[config.mk]
export PLATFORM = sky130hd
export DESIGN_NAME = mux_b_sched
export DESIGN_NICKNAME = d
export VERILOG_FILES = /design/src/rtl/mux_b_pkg.sv /design/src/rtl/rr_arb4.sv /design/src/rtl/mux_b_sched.sv
export SDC_FILE = /design/constraint.sdc
export NUM_CORES = 1
export LEC_CHECK = 0
export CORE_MARGIN = 4
export CORE_UTILIZATION = 44
export CTS_CLUSTER_SIZE = 24
export DETAILED_ROUTE_END_ITERATION = 10
export PLACE_DENSITY_LB_ADDON = 0.15
export SYNTH_ARGS = -nofsm -noshare
export SYNTH_HDL_FRONTEND = slang
export SYNTH_SLANG_ARGS = --single-unit
[constraint.sdc]
create_clock -name CLK -period 1.62 [get_ports CLK]
set_input_delay 0.243 -clock CLK [delete_from_list [all_inputs] [get_ports CLK]]
set_output_delay 0.243 -clock CLK [all_outputs]
set_load 0.02 [all_outputs]
[src/rtl/mux_b_pkg.sv]
// Shared definitions for the mux_b scheduler family.
//   LANES / SEL_W : lane count and select width of the shared 4:1 mux_b
//   CNT_W         : bit-counter width (covers QUANTUM up to 16)
//   state_t       : scheduler FSM states
//   onehot4()     : lane index -> one-hot grant vector
package mux_b_pkg;

   localparam int unsigned LANES = 4;
   localparam int unsigned SEL_W = 2;
   localparam int unsigned CNT_W = 4;

   typedef enum logic [1:0] {
      IDLE  = 2'd0,
      SHIFT = 2'd1,
      OUT   = 2'd2
   } state_t;

   function automatic logic [LANES-1:0] onehot4(input logic [SEL_W-1:0] sel);
      onehot4 = 4'(1) << sel;
   endfunction

endpackage

[src/rtl/rr_arb4.sv]
// Combinational 4-way round-robin picker.
//   req  : request vector
//   ptr  : last-served lane; search starts at ptr+1 and wraps
//   lane : chosen lane (0 when any=0)
//   any  : at least one request present
module rr_arb4
   import mux_b_pkg::*;
(
   input  logic [LANES-1:0] req,
   input  logic [SEL_W-1:0] ptr,
   output logic [SEL_W-1:0] lane,
   output logic             any
);

   // Walk from farthest (ptr itself) to nearest (ptr+1) so the nearest set bit wins.
   always_comb begin
      logic [SEL_W-1:0] idx;
      idx  = '0;
      lane = '0;
      any  = 1'b0;
      for (int i = 4; i >= 1; i--) begin
         idx = ptr + SEL_W'(i);
         if (req[idx]) begin
            lane = idx;
            any  = 1'b1;
         end
      end
   end

endmodule

[src/rtl/mux_b_sched.sv]
// Round-robin scheduler time-sharing one mux_b among four serial requesters.
// Grants a lane (C, G active-low, GNT one-hot), samples Y for QUANTUM cycles
// MSB-first, then presents the word with its lane id on a valid/ready port.
//   CLK, RST_N : clock, asynchronous active-low reset
//   REQ        : per-lane request; dropping it mid-word aborts that grant
//   Y          : mux_b output
//   G, C, GNT  : mux_b enable (active-low), select, one-hot grant
//   DOUT, DID  : assembled word and source lane
//   DVALID     : output valid, held until DREADY
//   DREADY     : consumer ready
module mux_b_sched
   import mux_b_pkg::*;
#(
   parameter int unsigned QUANTUM = 8
)(
   input  logic               CLK,
   input  logic               RST_N,
   input  logic [LANES-1:0]   REQ,
   input  logic               Y,
   output logic               G,
   output logic [SEL_W-1:0]   C,
   output logic [LANES-1:0]   GNT,
   output logic [QUANTUM-1:0] DOUT,
   output logic [SEL_W-1:0]   DID,
   output logic               DVALID,
   input  logic               DREADY
);

   localparam int unsigned SW = QUANTUM - 1;

   state_t             state, state_nxt;
   logic [CNT_W-1:0]   cnt, cnt_nxt;
   logic [SEL_W-1:0]   ptr, ptr_nxt;
   // Holds the first QUANTUM-1 bits; the last bit goes straight from Y into DOUT.
   logic [SW-1:0]      sreg, sreg_nxt;
   logic               g_nxt;
   logic [SEL_W-1:0]   c_nxt;
   logic [LANES-1:0]   gnt_nxt;
   logic [QUANTUM-1:0] dout_nxt;
   logic [SEL_W-1:0]   did_nxt;
   logic               dvalid_nxt;

   logic [SEL_W-1:0]   arb_lane;
   logic               arb_any;

   rr_arb4 u_arb (
      .req  (REQ),
      .ptr  (ptr),
      .lane (arb_lane),
      .any  (arb_any)
   );

   // State and output registers.
   always_ff @(posedge CLK or negedge RST_N) begin
      if (!RST_N) begin
         state  <= IDLE;
         cnt    <= '0;
         ptr    <= SEL_W'(3);
         sreg   <= '0;
         G      <= 1'b1;
         C      <= '0;
         GNT    <= '0;
         DOUT   <= '0;
         DID    <= '0;
         DVALID <= 1'b0;
      end else begin
         state  <= state_nxt;
         cnt    <= cnt_nxt;
         ptr    <= ptr_nxt;
         sreg   <= sreg_nxt;
         G      <= g_nxt;
         C      <= c_nxt;
         GNT    <= gnt_nxt;
         DOUT   <= dout_nxt;
         DID    <= did_nxt;
         DVALID <= dvalid_nxt;
      end
   end

   // Next-state and next-output logic.
   always_comb begin
      state_nxt  = state;
      cnt_nxt    = cnt;
      ptr_nxt    = ptr;
      sreg_nxt   = sreg;
      g_nxt      = G;
      c_nxt      = C;
      gnt_nxt    = GNT;
      dout_nxt   = DOUT;
      did_nxt    = DID;
      dvalid_nxt = DVALID;

      case (state)
         IDLE: begin
            g_nxt   = 1'b1;
            gnt_nxt = '0;
            if (arb_any) begin
               c_nxt     = arb_lane;
               g_nxt     = 1'b0;
               gnt_nxt   = onehot4(arb_lane);
               cnt_nxt   = '0;
               state_nxt = SHIFT;
            end
         end

         SHIFT: begin
            if (!REQ[C]) begin
               // Requester withdrew: drop the partial word, no delivery.
               g_nxt     = 1'b1;
               gnt_nxt   = '0;
               cnt_nxt   = '0;
               ptr_nxt   = C;
               state_nxt = IDLE;
            end else if (cnt == CNT_W'(QUANTUM - 1)) begin
               dout_nxt   = {sreg, Y};
               g_nxt      = 1'b1;
               gnt_nxt    = '0;
               did_nxt    = C;
               dvalid_nxt = 1'b1;
               ptr_nxt    = C;
               cnt_nxt    = '0;
               state_nxt  = OUT;
            end else begin
               sreg_nxt = SW'({sreg, Y});
               cnt_nxt  = cnt + CNT_W'(1);
            end
         end

         OUT: begin
            if (DREADY) begin
               dvalid_nxt = 1'b0;
               state_nxt  = IDLE;
            end
         end

         default: begin
            state_nxt = IDLE;
         end
      endcase
   end

endmodule

## Word level (Yosys, flattened, before mapping)

Index checks and enable logic that the tools add are counted.

| word-level totals | value |
|---|---|
| register bits | 33 |
| logic and storage cells | 81 |
| input port bits | 8 |
| output and inout port bits | 18 |

| operators by class | value |
|---|---|
| shift-type cells | 1 |
| multiplexer cells | 40 |
| equal/unequal tests | 9 |
| bitwise operators | 1 |
| reduce and logical (&&, ||, !) cells | 11 |
| add/sub/neg operators | 4 |
| $lt $le $gt $ge | 5 |

Operators with widths:

| cell | count |
|---|---|
| $mux W4 | 6 |
| $mux W2 | 10 |
| $pmux W4 S2 | 2 |
| $lt A2 B3 Y1 const B | 5 |
| $mux W1 | 14 |
| $bmux W1 S2 | 5 |
| $reduce_and A3 Y1 | 3 |
| $ne A2 B2 Y1 const B | 4 |
| $reduce_and A2 Y1 | 4 |
| $pmux W2 S3 | 1 |
| $add A2 B2 Y2 const B | 2 |
| $add A4 B1 Y4 const B | 1 |
| $eq A4 B3 Y1 const B | 1 |
| $pmux W1 S2 | 2 |
| $reduce_and A4 Y1 | 1 |
| $reduce_bool A2 Y1 | 2 |
| $shl A1 B2 Y4 const A | 1 |
| $ne A3 B3 Y1 const B | 1 |
| $add A2 B1 Y2 const B | 1 |
| $eq A2 B1 Y1 const B | 1 |
| $eq A2 B2 Y1 const B | 1 |
| $logic_not A2 Y1 | 1 |
| $ne A2 B1 Y1 const B | 1 |
| $not A1 Y1 | 1 |

## Longest topological paths before layout

| depth | value |
|---|---|
| word-level depth | 9 |
| gate-level depth with buffers | 5 |
| depth with buffers taken out | 5 |

## Hierarchy

A second synthesis with hierarchy kept.

| unflattened totals | value |
|---|---|
| cell total of the unflattened synthesis | 113 |
| area, all modules | 1525.2 um^2 |

By module, submodules not included:

| module | area each (um^2) | cells each | seq. area each (um^2) | instances |
|---|---|---|---|---|
| mux_b_sched | 1433.9 | 99 | 829.5 | 1 |
| rr_arb4 | 91.3 | 14 | 0.0 | 1 |

## Worst setup path after synthesis

Ideal clock, no wire load.

| path | value |
|---|---|
| kind | register -> register |
| start | reg C[1] |
| end | reg DID[0] |
| slack | -308 ps |
| path buffers | 1 |
| cell stages (with the launch flop) | 6 |
| data required time | 1495 ps |
| library setup time | 125 ps |
| arrival time | 1803 ps |
| period minus slack after synthesis | 1928 ps |
| cells stage by stage | dfrtp_1 > mux4_2 > and2_4 > nand2b_4 > buf_12 > mux2_4 |

| between the ends | value |
|---|---|
| cells in the longest elaborated chain, start to end | 3 |

RTL lines:

| item | line | text |
|---|---|---|
| from (decl) | mux_b_sched.sv:21 | `output logic [SEL_W-1:0] C,` |
| from (signal assigned) | mux_b_sched.sv:72 | `C <= c_nxt;` |
| $bmux W1 S2 | mux_b_sched.sv:107 | `if (!REQ[C]) begin` |
| $mux W1 (not written as such) | mux_b_sched.sv:107 |  |
| $reduce_and A3 Y1 (no line) | -- |  |
| to (signal assigned) | mux_b_sched.sv:75 | `DID <= did_nxt;` |
| to (decl) | mux_b_sched.sv:24 | `output logic [SEL_W-1:0] DID,` |

No other way between the ends. The select of a mux whose other input is x is not followed.
A chain may end at the register's enable or synchronous reset.

## Worst setup path in the final report

| path | value |
|---|---|
| start | reg C[1] |
| end | reg DOUT[0] |

| between the ends | value |
|---|---|
| cells in the longest elaborated chain, start to end | 3 |

RTL lines:

| item | line | text |
|---|---|---|
| $bmux W1 S2 | mux_b_sched.sv:107 |  |
| $mux W1 (not written as such) | mux_b_sched.sv:107 |  |
| $reduce_and A3 Y1 (no line) | -- |  |
| to (signal assigned) | mux_b_sched.sv:74 | `DOUT <= dout_nxt;` |
| to (decl) | mux_b_sched.sv:23 | `output logic [QUANTUM-1:0] DOUT,` |

No other way between the ends. The select of a mux whose other input is x is not followed.

==> run summary <==
TritonCTS clock tree: yes
CP required: 1.84 ns
critical path launch point type: register
Leak Pwr: 1.04 nW
antenna diode instance count: 0
IO buf count: 25
Clock Latency Late Sink: 0.32 ns
PD cells: 1570 nW/um2
antenna violations before repair: 0
die area: 4350 um2
Final Setup Violations: 18
I/O pins: 26
largest net degree at the start of global routing: 34
Slew HR: 72.2%
Area growth syn-to-layout: 40.9%
Clock Tree Buf Depth: 2
drt pass-1 iters: 4
setup ws final: -0.0887 ns
Via density: 5.12
Seq/Total Area, Yosys: 56.2%
Routed Wire Length: 3210 um
GRT Total Usage: 16.5%
num rows: 20
synthesized area: 1480 um2
number of flops mapped to enable cells by yosys: 0
die width: 65.9 um
via count: 1,060
Detailed Place HPWL: 2200 um
minimum clock period after layout: 1.71 ns
CP bufs+invs: 0
htree depth: 2
most frequent cells in the layout: 29 x dfrtp_1, 20 x clkdlybuf4s50_1, 19 x mux2_4
RePlAce Congestion: 0.834
final hold viol count: 0
Total Power: 0.00327 W
layout cells sized above 1: 38.7%
failing checks: setup timing
Die H: 65.9 um
CP Cell Sequence: mux4_2, and2_4, nand2b_4, mux2_4
Async SR Flop Fraction: 100%
max cap viols: 0
CP endpoint kind: register
slowest stage cell, crit path: mux4_2
FMAX: 585 MHz
total core area: 3130 um2
DRC errors left: 0
CTS root buf: clkbuf_4
Slew Limit Fails: 0
Hold Crit Class: input port to asynchronous set/reset pin
Fillers: 242
vias in the first global route: 1,123
crit path DAT: 1.93 ns
global-route wire length before repair: 5310 um
NumNets Final: 171
Clk pin slew, worst setup/hold paths: 0.11 ns
Setup crit start: C[1]
status: finished with violations
Mapped Nets: 120
Worst VDD drop: 1150 uV
GRT Residual Overflow: 0
hold_buf cts: 0
pre-CTS setup slack: -0.410 ns
Post-synth top flop: dfrtp_1
Post-Syn Instances: 111
Crit Path Class: register to register
actual slew at the worst max-slew pin: 0.415 ns
Starting Density: 47.2%
Crit path max-delay family: multiplexers
Reg2Reg Launch Point: C[1]
area of the multi-input gates: 717 um2
TritonCTS buffer count: 5
Cell variety after synth: 34
CP peak stage delay: 0.53 ns
sequential cell area: 831 um2
Detail Route Antenna Nets: 0
Setup Skew: 0.00582 ns
Wirelength per Cell: 15.5 um
unrepaired setup endpoints after global routing: true
commonest non-fill, non-tap cell in the layout: dfrtp_1
Warnings, synthesis: 0
Max FO, Critical Path: 6
Mapped Avg Cell Area: 13.3 um2
DRC violation total after the first TritonRoute iteration: 48
Sink Count: 33
#FFs+latches synth: 33
final worst-path cycle share: 105%
## stage by stage
stage | hold WS [ns] | TNS (ns) | utilization, % | area [um2] | instances
final | 0.269 | -1.03 | 66.5 | 2080 | 207
after global routing | 0.258 | -1.37 | 66.5 | 2080 | 207
after CTS | 0.263 | -1.16 | 64.5 | 2020 | 205
after detailed placement | 0.452 | -10.21 | 61.1 | 1910 | 195
after global placement | 0.447 | -9.78 | 61.1 | 1910 | 195
after floorplan | -0.0526 | -3.39 | - | 1490 | 111
## layout make-up
type,count,area share [%]
Sequential cell,33,39.9
Multi-Input combinational cell,75,34.5
Timing Repair Buffer,44,19.8
Tap cell,44,2.65
Clock buffer,5,1.80
Clock inverter,3,0.842
Inverter,3,0.541
## metal layers
layer | global-route usage (%) | vias up | routed length (um)
li1 | - | 505 | -
met1 | 20.7 | 529 | 1420
met2 | 27.3 | 22 | 1640
met3 | 4.93 | 4 | 112
met4 | 4.66 | 0 | 40
met5 | 0 | - | 0
## sequential cells by signal (all words and copies together), names as in the netlist
signal and cells:
G 1, state 2, sreg 7, DOUT 8, GNT 4, cnt 4, DVALID 1, ptr 2
DID 2, C 2
## final timing paths
kind / to / slack, ns / cells past startpoint
setup / recovery: DOUT[0] / -0.09 / 4
hold reg to reg: G / 0.47 / 2
min in group CLK: G / 0.47 / 2
max in group asynchronous: ptr[1] / 1.11 / 2
setup reg to reg: DOUT[0] / -0.09 / 4
hold / removal: cnt[3] / 0.27 / 2
## worst register-to-register path, cell delays in order, from the launching register on
cell and delay [ns]:
dfrtp_2 0.39, mux4_2 0.53, and2_4 0.23, nand2b_4 0.15
mux2_4 0.32
## synthesized netlist by cell type, types with 2 or more instances
master,n,area [um2]
nor2_1,2,7.51
nand4b_1,2,17.5
nand2_1,11,41.3
nor2b_1,2,12.5
inv_1,3,11.3
a21oi_1,3,15.0
dfrtp_1,30,751
a21o_1,2,15.0
nand3b_1,2,15.0
o21ai_0,5,25.0
mux2_4,8,120
dfstp_2,3,78.8
mux2_2,12,135
nand2b_1,4,25.0
nand3_1,3,15.0
## power by group
group          leakage, nW  total (W)  switching, W  internal, W
combinational        0.587    0.00154      0.000677     0.000860
sequential           0.420    0.00129      0.000194      0.00109
clock               0.0310   0.000449      0.000285     0.000164
## cells by family after synthesis
logic type      count (synthesis)  share of synthesized area, %
mux                            22                          19.5
compound gates                 18                          8.31
buf+inv                         4                          2.12
simple gates                   33                          13.1
flops                          33                          56.2
fa+ha+maj                       1                         0.847
## timing repair
| item | 4_1_cts | 5_1_grt |
|---|---|---|
| endpoints found under the setup margin | 27 | 31 |
| endpoints found under the hold margin | 0 | 0 |
| cloned | 1 | 0 |
| gates resized for setup | 12 | 12 |
| pin swaps | 2 | 2 |
| setup buffers | 1 | 2 |
Power figures use the tool's default switching activity.
